File: config.mk
export PLATFORM = sky130hd
export DESIGN_NAME = key_expand_ctrl_flat
export DESIGN_NICKNAME = d
export VERILOG_FILES = /design/src/rtl/aes_pkg.sv /design/src/rtl/key_expand_ctrl_if.sv /design/src/rtl/aes_sub_word.sv /design/src/rtl/key_expand_ctrl.sv /design/src/flat_wrapper.sv
export SDC_FILE = /design/constraint.sdc
export NUM_CORES = 2
export LEC_CHECK = 0
export CAP_MARGIN = 10
export CORE_MARGIN = 2
export CORE_UTILIZATION = 35
export DETAILED_ROUTE_END_ITERATION = 7
export GPL_ROUTABILITY_DRIVEN = 0
export PLACE_DENSITY = 0.45
export SYNTH_ARGS = -nofsm -noshare
export SYNTH_HDL_FRONTEND = slang
export SYNTH_SLANG_ARGS = --single-unit
File: constraint.sdc
create_clock -name clock -period 10.2 [get_ports clock]
set_clock_uncertainty 0.15 [all_clocks]
set_input_delay 2.55 -clock clock [delete_from_list [all_inputs] [get_ports clock]]
set_output_delay 2.55 -clock clock [all_outputs]
set_load 0.005 [all_outputs]
File: src/rtl/aes_pkg.sv
// Shared AES definitions: key-expansion state codes, sizing constants and the
// GF(2^8) doubling helper used for the round-constant sequence.
package aes_pkg;

    typedef enum logic [1:0] {
        KE_IDLE   = 2'd0,
        KE_LOAD   = 2'd1,
        KE_EXPAND = 2'd2,
        KE_DONE   = 2'd3
    } ke_state_e;

    localparam int NUM_ROUNDS = 10;
    localparam int NUM_WORDS  = 4 * (NUM_ROUNDS + 1);

    localparam logic [7:0] RCON_INIT  = 8'h01;
    localparam logic [7:0] XTIME_POLY = 8'h1b;

    // Multiply by x in GF(2^8) modulo the AES polynomial.
    function automatic logic [7:0] xtime(input logic [7:0] b);
        return {b[6:0], 1'b0} ^ (b[7] ? XTIME_POLY : 8'h00);
    endfunction

endpackage

File: src/rtl/key_expand_ctrl_if.sv
// Bundle between the state manager / AddRoundKey datapath and the key-expansion
// controller.
interface key_expand_ctrl_if;

    // key_start is a one-cycle pulse with no ready: the controller accepts it
    // only in IDLE or DONE and ignores it otherwise; key_word_in is sampled on
    // the four cycles after an accepted pulse; key_expand_done is a level that
    // holds until the next accepted start or reset.
    logic        key_start;
    logic [31:0] key_word_in;
    logic [3:0]  rk_round;
    logic [1:0]  rk_col;
    logic [31:0] rk_word;
    logic        key_expand_done;
    logic        busy;
    logic [1:0]  dbg_state;
    logic [5:0]  dbg_word_idx;

    modport master (
        output key_start, key_word_in, rk_round, rk_col,
        input  rk_word, key_expand_done, busy, dbg_state, dbg_word_idx
    );

    modport slave (
        input  key_start, key_word_in, rk_round, rk_col,
        output rk_word, key_expand_done, busy, dbg_state, dbg_word_idx
    );

endinterface

File: src/rtl/aes_sub_word.sv
// Combinational SubWord: the AES S-box applied to each byte of a 32-bit word.
module aes_sub_word (
    input  logic [31:0] word_in,
    output logic [31:0] word_out
);

    localparam logic [7:0] SBOX [256] = '{
        8'h63, 8'h7c, 8'h77, 8'h7b, 8'hf2, 8'h6b, 8'h6f, 8'hc5, 8'h30, 8'h01, 8'h67, 8'h2b, 8'hfe, 8'hd7, 8'hab, 8'h76,
        8'hca, 8'h82, 8'hc9, 8'h7d, 8'hfa, 8'h59, 8'h47, 8'hf0, 8'had, 8'hd4, 8'ha2, 8'haf, 8'h9c, 8'ha4, 8'h72, 8'hc0,
        8'hb7, 8'hfd, 8'h93, 8'h26, 8'h36, 8'h3f, 8'hf7, 8'hcc, 8'h34, 8'ha5, 8'he5, 8'hf1, 8'h71, 8'hd8, 8'h31, 8'h15,
        8'h04, 8'hc7, 8'h23, 8'hc3, 8'h18, 8'h96, 8'h05, 8'h9a, 8'h07, 8'h12, 8'h80, 8'he2, 8'heb, 8'h27, 8'hb2, 8'h75,
        8'h09, 8'h83, 8'h2c, 8'h1a, 8'h1b, 8'h6e, 8'h5a, 8'ha0, 8'h52, 8'h3b, 8'hd6, 8'hb3, 8'h29, 8'he3, 8'h2f, 8'h84,
        8'h53, 8'hd1, 8'h00, 8'hed, 8'h20, 8'hfc, 8'hb1, 8'h5b, 8'h6a, 8'hcb, 8'hbe, 8'h39, 8'h4a, 8'h4c, 8'h58, 8'hcf,
        8'hd0, 8'hef, 8'haa, 8'hfb, 8'h43, 8'h4d, 8'h33, 8'h85, 8'h45, 8'hf9, 8'h02, 8'h7f, 8'h50, 8'h3c, 8'h9f, 8'ha8,
        8'h51, 8'ha3, 8'h40, 8'h8f, 8'h92, 8'h9d, 8'h38, 8'hf5, 8'hbc, 8'hb6, 8'hda, 8'h21, 8'h10, 8'hff, 8'hf3, 8'hd2,
        8'hcd, 8'h0c, 8'h13, 8'hec, 8'h5f, 8'h97, 8'h44, 8'h17, 8'hc4, 8'ha7, 8'h7e, 8'h3d, 8'h64, 8'h5d, 8'h19, 8'h73,
        8'h60, 8'h81, 8'h4f, 8'hdc, 8'h22, 8'h2a, 8'h90, 8'h88, 8'h46, 8'hee, 8'hb8, 8'h14, 8'hde, 8'h5e, 8'h0b, 8'hdb,
        8'he0, 8'h32, 8'h3a, 8'h0a, 8'h49, 8'h06, 8'h24, 8'h5c, 8'hc2, 8'hd3, 8'hac, 8'h62, 8'h91, 8'h95, 8'he4, 8'h79,
        8'he7, 8'hc8, 8'h37, 8'h6d, 8'h8d, 8'hd5, 8'h4e, 8'ha9, 8'h6c, 8'h56, 8'hf4, 8'hea, 8'h65, 8'h7a, 8'hae, 8'h08,
        8'hba, 8'h78, 8'h25, 8'h2e, 8'h1c, 8'ha6, 8'hb4, 8'hc6, 8'he8, 8'hdd, 8'h74, 8'h1f, 8'h4b, 8'hbd, 8'h8b, 8'h8a,
        8'h70, 8'h3e, 8'hb5, 8'h66, 8'h48, 8'h03, 8'hf6, 8'h0e, 8'h61, 8'h35, 8'h57, 8'hb9, 8'h86, 8'hc1, 8'h1d, 8'h9e,
        8'he1, 8'hf8, 8'h98, 8'h11, 8'h69, 8'hd9, 8'h8e, 8'h94, 8'h9b, 8'h1e, 8'h87, 8'he9, 8'hce, 8'h55, 8'h28, 8'hdf,
        8'h8c, 8'ha1, 8'h89, 8'h0d, 8'hbf, 8'he6, 8'h42, 8'h68, 8'h41, 8'h99, 8'h2d, 8'h0f, 8'hb0, 8'h54, 8'hbb, 8'h16
    };

    assign word_out = {SBOX[word_in[31:24]], SBOX[word_in[23:16]],
                       SBOX[word_in[15:8]],  SBOX[word_in[7:0]]};

endmodule

File: src/rtl/key_expand_ctrl.sv
// AES-128 key-expansion sequencer: captures four key words, generates the 44
// round-key words one per clock into a register file, then reports done.
module key_expand_ctrl
    import aes_pkg::*;
#(
    parameter int NUM_ROUNDS = 10
) (
    input  logic             clock,
    input  logic             reset,
    key_expand_ctrl_if.slave ke
);

    localparam int NW = 4 * (NUM_ROUNDS + 1);

    ke_state_e   state_q, state_d;
    logic [5:0]  word_idx_q, word_idx_d;
    logic [7:0]  rcon_q, rcon_d;
    logic [31:0] rf_q [NW];
    logic [31:0] rf_d [NW];

    logic        wr_en;
    logic [31:0] wr_data;
    logic [5:0]  idx_m1, idx_m4;
    logic [31:0] prev_word, back4_word, rot_word, sub_word, temp_word;
    logic [5:0]  rd_idx;

    // Recurrence operands: w[i-1] and w[i-4], guarded against wrap at small i.
    always_comb begin
        idx_m1     = word_idx_q - 6'd1;
        idx_m4     = word_idx_q - 6'd4;
        prev_word  = (idx_m1 < 6'(NW)) ? rf_q[idx_m1] : 32'h0;
        back4_word = (idx_m4 < 6'(NW)) ? rf_q[idx_m4] : 32'h0;
        rot_word   = {prev_word[23:0], prev_word[31:24]};
    end

    aes_sub_word u_sub_word (
        .word_in  (rot_word),
        .word_out (sub_word)
    );

    assign temp_word = (word_idx_q[1:0] == 2'b00) ? (sub_word ^ {rcon_q, 24'h0})
                                                  : prev_word;

    always_comb begin
        state_d    = state_q;
        word_idx_d = word_idx_q;
        rcon_d     = rcon_q;
        wr_en      = 1'b0;
        wr_data    = 32'h0;
        case (state_q)
            KE_IDLE, KE_DONE: begin
                if (ke.key_start) begin
                    state_d    = KE_LOAD;
                    word_idx_d = 6'd0;
                    rcon_d     = RCON_INIT;
                end
            end
            KE_LOAD: begin
                wr_en      = 1'b1;
                wr_data    = ke.key_word_in;
                word_idx_d = word_idx_q + 6'd1;
                if (word_idx_q == 6'd3) begin
                    state_d = KE_EXPAND;
                end
            end
            KE_EXPAND: begin
                wr_en      = 1'b1;
                wr_data    = back4_word ^ temp_word;
                word_idx_d = word_idx_q + 6'd1;
                if (word_idx_q[1:0] == 2'b00) begin
                    rcon_d = xtime(rcon_q);
                end
                if (word_idx_q == 6'(NW - 1)) begin
                    state_d = KE_DONE;
                end
            end
            default: begin
                state_d = KE_IDLE;
            end
        endcase
    end

    always_comb begin
        rf_d = rf_q;
        if (wr_en) begin
            rf_d[word_idx_q] = wr_data;
        end
    end

    always_ff @(posedge clock) begin
        if (reset) begin
            state_q    <= KE_IDLE;
            word_idx_q <= 6'd0;
            rcon_q     <= RCON_INIT;
            for (int k = 0; k < NW; k++) begin
                rf_q[k] <= 32'h0;
            end
        end else begin
            state_q    <= state_d;
            word_idx_q <= word_idx_d;
            rcon_q     <= rcon_d;
            rf_q       <= rf_d;
        end
    end

    // Round-major layout makes {round, col} the flat word address directly.
    assign rd_idx = {ke.rk_round, ke.rk_col};

    assign ke.rk_word         = (ke.rk_round <= 4'(NUM_ROUNDS)) ? rf_q[rd_idx] : 32'h0;
    assign ke.key_expand_done = (state_q == KE_DONE);
    assign ke.busy            = (state_q == KE_LOAD) || (state_q == KE_EXPAND);
    assign ke.dbg_state       = state_q;
    assign ke.dbg_word_idx    = word_idx_q;

endmodule

File: src/flat_wrapper.sv
// flat-port wrapper written by rule: the top's interface ports become plain ports
module key_expand_ctrl_flat import aes_pkg::*;
#(
    parameter int NUM_ROUNDS = 10
)
  (clock, reset, ke_key_start, ke_key_word_in, ke_rk_round, ke_rk_col, ke_rk_word, ke_key_expand_done, ke_busy, ke_dbg_state, ke_dbg_word_idx);
  key_expand_ctrl_if ke_i ();
  input  logic clock;
  input  logic reset;
  input wire logic [$bits(ke_i.key_start)-1:0] ke_key_start;
  input wire logic [$bits(ke_i.key_word_in)-1:0] ke_key_word_in;
  input wire logic [$bits(ke_i.rk_round)-1:0] ke_rk_round;
  input wire logic [$bits(ke_i.rk_col)-1:0] ke_rk_col;
  output wire logic [$bits(ke_i.rk_word)-1:0] ke_rk_word;
  output wire logic [$bits(ke_i.key_expand_done)-1:0] ke_key_expand_done;
  output wire logic [$bits(ke_i.busy)-1:0] ke_busy;
  output wire logic [$bits(ke_i.dbg_state)-1:0] ke_dbg_state;
  output wire logic [$bits(ke_i.dbg_word_idx)-1:0] ke_dbg_word_idx;
  assign ke_i.key_start = ke_key_start;
  assign ke_i.key_word_in = ke_key_word_in;
  assign ke_i.rk_round = ke_rk_round;
  assign ke_i.rk_col = ke_rk_col;
  assign ke_rk_word = ke_i.rk_word;
  assign ke_key_expand_done = ke_i.key_expand_done;
  assign ke_busy = ke_i.busy;
  assign ke_dbg_state = ke_i.dbg_state;
  assign ke_dbg_word_idx = ke_i.dbg_word_idx;
  key_expand_ctrl #(.NUM_ROUNDS(NUM_ROUNDS)) u_core (.clock(clock), .reset(reset), .ke(ke_i));
endmodule
After elaboration in Yosys (flattened, before gate mapping)
Memories as Yosys holds them, arrays and structs flattened.
Index checks and enable logic that the tools add are counted.
{"block": "word_totals", "latchBits": 0, "elab_cells": 131, "ramBits": 0, "inputBits": 41, "mem_bits_ro": 8192, "mem_count": 4, "reg_bits": 1424}
{"block": "op_classes", "bitwise": 11, "magnitude_cmp": 12, "mul": 0, "n_shift": 0, "div_mod_pow": 0, "eq_ne": 9, "muxes": 36, "reduce_logical": 9, "n_addsub": 3}
{"name": "(name not given)", "depth": 256, "word_bits": 8, "read_ports": 1, "rd_ports_with_merged_regs": 0, "write_ports": 0, "line": "aes_sub_word.sv:27", "source": "SBOX[word_in[15:8]], SBOX[word_in[7:0]]};"}
{"name": "(name not given)", "depth": 256, "word_bits": 8, "read_ports": 1, "rd_ports_with_merged_regs": 0, "write_ports": 0, "line": "aes_sub_word.sv:27"}
{"name": "(name not given)", "depth": 256, "word_bits": 8, "read_ports": 1, "rd_ports_with_merged_regs": 0, "write_ports": 0, "line": "aes_sub_word.sv:26", "source": "assign word_out = {SBOX[word_in[31:24]], SBOX[word_in[23:16]],"}
{"name": "(name not given)", "depth": 256, "word_bits": 8, "read_ports": 1, "rd_ports_with_merged_regs": 0, "write_ports": 0, "line": "aes_sub_word.sv:26"}
{"op": "bitwise mux 1408 bit", "n": 1}
{"op": "binary-select mux 32 bit (select 6 bit)", "n": 3}
{"op": "2-to-1 mux 32 bit", "n": 11}
{"op": "demux 32 bit (select 6 bit)", "n": 1}
{"op": "2-to-1 mux 8 bit", "n": 10}
{"op": "case mux 32 bit (2 select lines)", "n": 1}
{"op": "bitwise XOR 32 bit", "n": 2}
{"op": ">= comparator 9 bit, second input constant", "n": 4}
{"op": "inverter 8 -> 9 bit", "n": 4}
{"op": ">= comparator 7 bit, second input constant", "n": 4}
{"op": "inverter 6 -> 7 bit", "n": 4}
{"op": "case mux 8 bit (2 select lines)", "n": 1}
{"op": "less-than comparator 6 bit, second input constant", "n": 2}
{"op": "case mux 6 bit (2 select lines)", "n": 1}
{"op": "bitwise XOR 8 bit", "n": 1}
{"op": "less-than comparator 7 x 1 -> 1 bit, second input constant", "n": 1}
{"op": "adder 6 x 1 -> 6 bit, second input constant", "n": 1}
{"op": "equality test 6 x 2 -> 1 bit, second input constant", "n": 1}
{"op": "equality test 6 bit, second input constant", "n": 1}
{"op": "2-to-1 mux 2 bit", "n": 3}
{"op": "2-to-1 mux 6 bit", "n": 1}
{"op": "inequality test 2 x 1 -> 1 bit, second input constant", "n": 3}
{"op": "case mux 2 bit (3 select lines)", "n": 1}
{"op": "AND reduction 3 bit", "n": 2}
{"op": "other kinds (13)", "n": 16}

Longest topological paths before layout
{"block": "logic_depth", "word_depth": 15, "mapped_depth": 40}

Modules after synthesis
Synthesis repeated with hierarchy kept, for this count alone.
{"block": "unflattened", "cells_unflattened": 11679, "area_unflattened_um2": 103859.6}
{"module": "key_expand_ctrl", "seq_area_each_um2": 28507.3, "n_inst": 1, "area_each_um2": 90760.8, "cells_per_inst": 9514}
{"module": "aes_sub_word", "seq_area_each_um2": 0.0, "n_inst": 1, "area_each_um2": 13098.8, "cells_per_inst": 2165}

Worst setup path before layout
OpenSTA, ideal clock, no wires.
{"block": "synth_path", "path_type": "register to register", "startpoint": "register u_core.word_idx_q[0], in the netlist u_core.ke.dbg_word_idx[0]", "endpoint": "register u_core.rf_q[1022] (netlist name)", "setup_ns": 0.134, "t_arrival_ns": 7.996, "setup_slack_ns": 1.920, "path_stages_with_launch": 38, "required_time_ns": 9.916, "cell_sequence": "dfxtp_1 > buf_6 > buf_12 > buf_12 > inv_1 > buf_2 > buf_2 > buf_2 > clkbuf_1 > clkbuf_1 > buf_1 > buf_1 > ha_1 > buf_2 > buf_4 > buf_4 > buf_4 > buf_6 > [... 2 more ...] > nand2_1 > a21oi_1 > o31ai_2 > nand2_1 > buf_2 > ha_1 > clkbuf_1 > inv_1 > nor3_2 > o2111ai_1 > o311ai_1 > nor4_1 > or4_1 > a221oi_2 > xnor2_1 > a22oi_4 > buf_6 > a211oi_1"}
{"block": "synth_between", "elab_chain_len": 15, "elab_cells_between_ends": 30, "classes_between": "add/sub (2); order compare (4); mux (15); bitwise (6); reduce/logical (2); memory (1)"}
{"element": "start: declaration", "line": "key_expand_ctrl.sv:16", "source": "logic [5:0] word_idx_q, word_idx_d;"}
{"element": "start signal: assignment", "line": "key_expand_ctrl.sv:100", "source": "word_idx_q <= word_idx_d;"}
{"element": "subtractor 6 x 1 -> 6 bit", "line": "key_expand_ctrl.sv:29", "source": "idx_m1 = word_idx_q - 6'd1;"}
{"element": "inverter 6 -> 7 bit (not written as such)", "line": "key_expand_ctrl.sv:31", "source": "prev_word = (idx_m1 < 6'(NW)) ? rf_q[idx_m1] : 32'h0;"}
{"element": "binary-select mux 32 bit (select 6 bit)", "line": "key_expand_ctrl.sv:31"}
{"element": "2-to-1 mux 32 bit (not written as such) (2 in a row)", "line": "key_expand_ctrl.sv:31"}
{"element": "2-to-1 mux 32 bit", "line": "key_expand_ctrl.sv:31"}
{"element": "inverter 8 -> 9 bit (not written as such)", "line": "aes_sub_word.sv:26"}
{"element": "memory (256 x 8 bit)"}
{"element": "2-to-1 mux 8 bit (not written as such) (2 in a row)", "line": "aes_sub_word.sv:26"}
{"element": "bitwise XOR 32 bit", "line": "key_expand_ctrl.sv:41", "source": "assign temp_word = (word_idx_q[1:0] == 2'b00) ? (sub_word ^ {rcon_q, 24'h0})"}
{"element": "2-to-1 mux 32 bit", "line": "key_expand_ctrl.sv:41"}
{"element": "bitwise XOR 32 bit", "line": "key_expand_ctrl.sv:68", "source": "wr_data = back4_word ^ temp_word;"}
{"element": "case mux 32 bit (2 select lines)", "line": "key_expand_ctrl.sv:50", "source": "case (state_q)"}
{"element": "bitwise mux 1408 bit *", "line": "key_expand_ctrl.sv:86", "source": "rf_d[word_idx_q] = wr_data;"}
{"element": "end signal: assignment", "line": "key_expand_ctrl.sv:102", "source": "rf_q <= rf_d;"}
{"element": "end: declaration", "line": "key_expand_ctrl.sv:18", "source": "logic [31:0] rf_q [NW];"}
Every way passes the cells marked *; elsewhere a longest branch is shown, timed or not. The select of a mux whose other input is x is not followed.
A chain may end at the register's enable or synchronous reset.

Worst setup path in the final report
{"block": "layout_path", "startpoint": "register u_core.word_idx_q[1], in the netlist u_core.ke.dbg_word_idx[1]", "endpoint": "register u_core.rf_q[699] (netlist name)"}
Same word-level chain as after synthesis.

==> impl_metrics.json <==
{
  "status": "finished with violations",
  "violations": "design-rule violations, max-capacitance violations, max-slew violations",
  "swShare_pct": 52.30,
  "yosys_warnings": 0,
  "crit_path_end_kind": "register",
  "placedInstanceArea_um2": 102500,
  "clkPwrFrac_pct": 22.0,
  "total_leakage_power_uw": 0.03325,
  "hold_violations": 0,
  "power.density_nw_per_um2": 275.9,
  "period_needed_ps": 9507,
  "io_buffers": 82,
  "drc_errors": 152,
  "synth_cell_types": 121,
  "yosys_register_bits": 1424,
  "finalCritPeriodShare_pct": 93.21,
  "synthCells": 10909,
  "cts_resized": 0,
  "p_comb_share_pct": 58.4,
  "firstDrtPassIters": 8,
  "avgSynthCellArea_um2": 9.022,
  "grt_max_degree": 187,
  "ctsRootBufferMaster": "clkbuf_16",
  "rsz0062_at_grt": "false",
  "htreeDepth": 4,
  "row_count": 194,
  "netlist_area_um2": 98420,
  "nNetsFinal": 10403,
  "routed_via_density": 7.162,
  "holdWs_ps": 329.7,
  "drt_wl_total_mm": 545.3,
  "drv_slew": 2,
  "synth_fp_nets": 11002,
  "ir_drop_mv": 0.2863,
  "clk_pin_slew_worst_paths_ps": 60,
  "setup_tns_ps": 0,
  "io_pins": 83,
  "antenna_found_initial": 28,
  "die_y_um": 534.3,
  "cts_setup_buffers": 0,
  "cts.sinks": 1424,
  "syn_to_final_growth_pct": 10.15,
  "required_ps": 10740,
  "cts_buffer_depth": 4,
  "seq_power_share_pct": 19.6,
  "slew_headroom_pct": -6.052,
  "hold_buffers": 0,
  "via_count": 101528,
  "fmax_mhz": 105.2,
  "dp.cells": 13856,
  "final_cells": 14176,
  "grt_pass1_wl_mm": 756.1,
  "initial_core_util_pct": 35.20,
  "p_switching_uw": 15640,
  "drt_iter0_markers": 17170,
  "maxCapViolCount": 2,
  "clock_insertion_delay_worst_skew_ps": 880,
  "cp-start-kind": "register",
  "place_hpwl_mm": 346.6,
  "postLayoutCellArea_um2": 108400,
  "synthArstFlopShare_pct": 0,
  "fp.dieW_um": 534.3,
  "cts_tree": "done",
  "worstMarginPinSlew_ps": 1571,
  "wl_per_cell_um": 38.47,
  "grt_pass1_vias": 93357,
  "synth_edf_count": 0,
  "drive_above_1_share_pct": 19.49,
  "min_path_type": "reg -> reg",
  "cts_buffers": 171,
  "arrival_ps": 10050,
  "ys_seq_area_share_pct": 28.96,
  "ys.flop_type": "dfxtp_1",
  "core_um2": 279600,
  "setup_viol_count_final": 0,
  "fp.dieArea_um2": 285500,
  "ant_nets": 0,
  "path_class": "reg -> reg",
  "path_max_fanout": 25,
  "internal-power_uw": 14270,
  "grt_usage_pct": 36.60,
  "overflow": 0
}
-- final timing paths --
check,end,slack [ps],from,depth (start not counted)
worst max register to register,u_core.rf_q[699]$_SDFFE_PP0P_,690,u_core.ke.dbg_word_idx[1]$_SDFFE_PP0P_,22
worst max-delay path,u_core.rf_q[699]$_SDFFE_PP0P_,690,u_core.ke.dbg_word_idx[1]$_SDFFE_PP0P_,22
worst min register to register,u_core.rf_q[691]$_SDFFE_PP0P_,330,u_core.rf_q[691]$_SDFFE_PP0P_,2
worst min-delay path,u_core.rf_q[691]$_SDFFE_PP0P_,330,u_core.rf_q[691]$_SDFFE_PP0P_,2
-- per-layer routing --
metal | track usage (%) | vias up | part of all wire, %
met5 | 0.5829 | - | 0.072
met4 | 21.18 | 22 | 7.0
met1 | 47.97 | 50374 | 39
met2 | 53.36 | 8133 | 42
met3 | 10.62 | 1794 | 12
li1 | - | 41205 | -
-- cells by family (layout without fill, tap and decap cells) --
group                    Yosys count  count (layout)  share of synthesized area, %
AO/OA/AOI/OAI                   3647            3647                         26.52
AND/OR/NAND/NOR                 3001            3001                         12.94
flip-flops                      1424            1424                         28.96
buffers and inverters           1387             914                         6.622
multiplexers                    1337            1337                         23.73
XOR/XNOR                          61              61                        0.5657
adder cells (fa/ha/maj)           52              52                        0.6611
other                              0              16                             0
-- layout make-up --
class                   count  area [µm²]
diodes                     16       40.04
repair buffers            563        4902
fillers                 27822      171200
inverters                  52       206.4
clock inverters            60       769.5
clock buffers             239        5044
flip-flops and latches   1424       28520
multi-input cells        8098       64270
well taps                3724        4659
-- synthesized netlist by cell type, drive strengths merged (50+ instances only) --
| cell | instances | area share (%) |
|---|---|---|
| o211ai | 109 | 0.83 |
| o221ai | 128 | 1.1 |
| a31oi | 70 | 0.45 |
| a211oi | 1069 | 8.5 |
| nand2 | 777 | 3.0 |
| mux4 | 781 | 18 |
| buf | 585 | 3.6 |
| dfxtp | 1424 | 29 |
| a221oi | 92 | 0.88 |
| o311ai | 54 | 0.48 |
| a22oi | 50 | 0.45 |
| mux2 | 159 | 1.8 |
| nor2 | 1586 | 6.1 |
| mux2i | 397 | 4.0 |
| o22ai | 246 | 1.6 |
| a311oi | 205 | 1.9 |
| clkbuf | 750 | 2.9 |
| nor3 | 190 | 1.0 |
| and3 | 58 | 0.37 |
| ha | 52 | 0.66 |
| a21oi | 512 | 2.6 |
| o21ai | 622 | 3.2 |
| nand3 | 170 | 0.87 |
-- per-stage QoR --
step / utilization (%) / setup slack [ps] / power [µW]
global placement: 36.66 / 1368 / 22590
finish: 38.77 / 692.9 / 29910
floorplan: - / 1920 / 16160
detailed placement: 36.66 / 1355 / 22490
global route: 38.76 / 832.5 / 30380
CTS: 38.74 / 1304 / 29030
-- power groups by stage --
stage / registers, µW / logic [µW] / clock network [µW]
finish: 5870 / 17500 / 6570
global route: 5880 / 17700 / 6830
CTS: 5860 / 16600 / 6610
detailed placement: 5980 / 16500 / 0
global placement: 5970 / 16600 / 0
floorplan: 5900 / 10300 / 0
-- critical path, cell delays in order (launching register included) --
cell and delay, ps:
dfxtp_4 610, inv_4 180, ha_4 900, buf_4 410, mux4_2 350, and3_1 350, a211oi_1 1170, o32ai_2 420
or2_1 320, buf_4 210, inv_2 200, ha_1 600, inv_1 230, a21oi_1 560, nor3_1 100, o21ai_0 190
nand4_1 120, o32ai_1 290, xor2_1 140, o221ai_1 420, xor2_4 740, buf_4 410, o221ai_1 150
-- flip-flops by register name (all words and copies together) (netlist names) --
| signal | cells |
|---|---|
| u_core.ke.dbg_word_idx | 6 |
| u_core.ke.dbg_state | 2 |
| u_core.rcon_q | 8 |
| u_core.rf_q | 1408 |
-- cells in the final DEF (no fill, tap or decap), types with 38 or more instances in the layout --
master	count
nor2_1	1554
a221oi_1	84
a31oi_1	66
nor3_1	150
o31ai_1	43
mux2_2	159
nand3_1	168
o21ai_0	491
mux4_2	781
nand2_1	746
a211o_1	45
a211oi_1	995
a21oi_1	496
o221ai_1	128
o2111ai_1	45
o21ai_1	118
clkbuf_8	38
o211ai_1	109
mux2i_1	397
clkbuf_16	178
clkdlybuf4s50_1	75
and3_1	57
ha_1	48
a211oi_2	68
o22ai_1	245
dfxtp_1	1421
a22oi_1	39
a311oi_1	195
o311ai_0	38
buf_4	441
xnor2_1	39
Power figures use the tool's default switching activity.
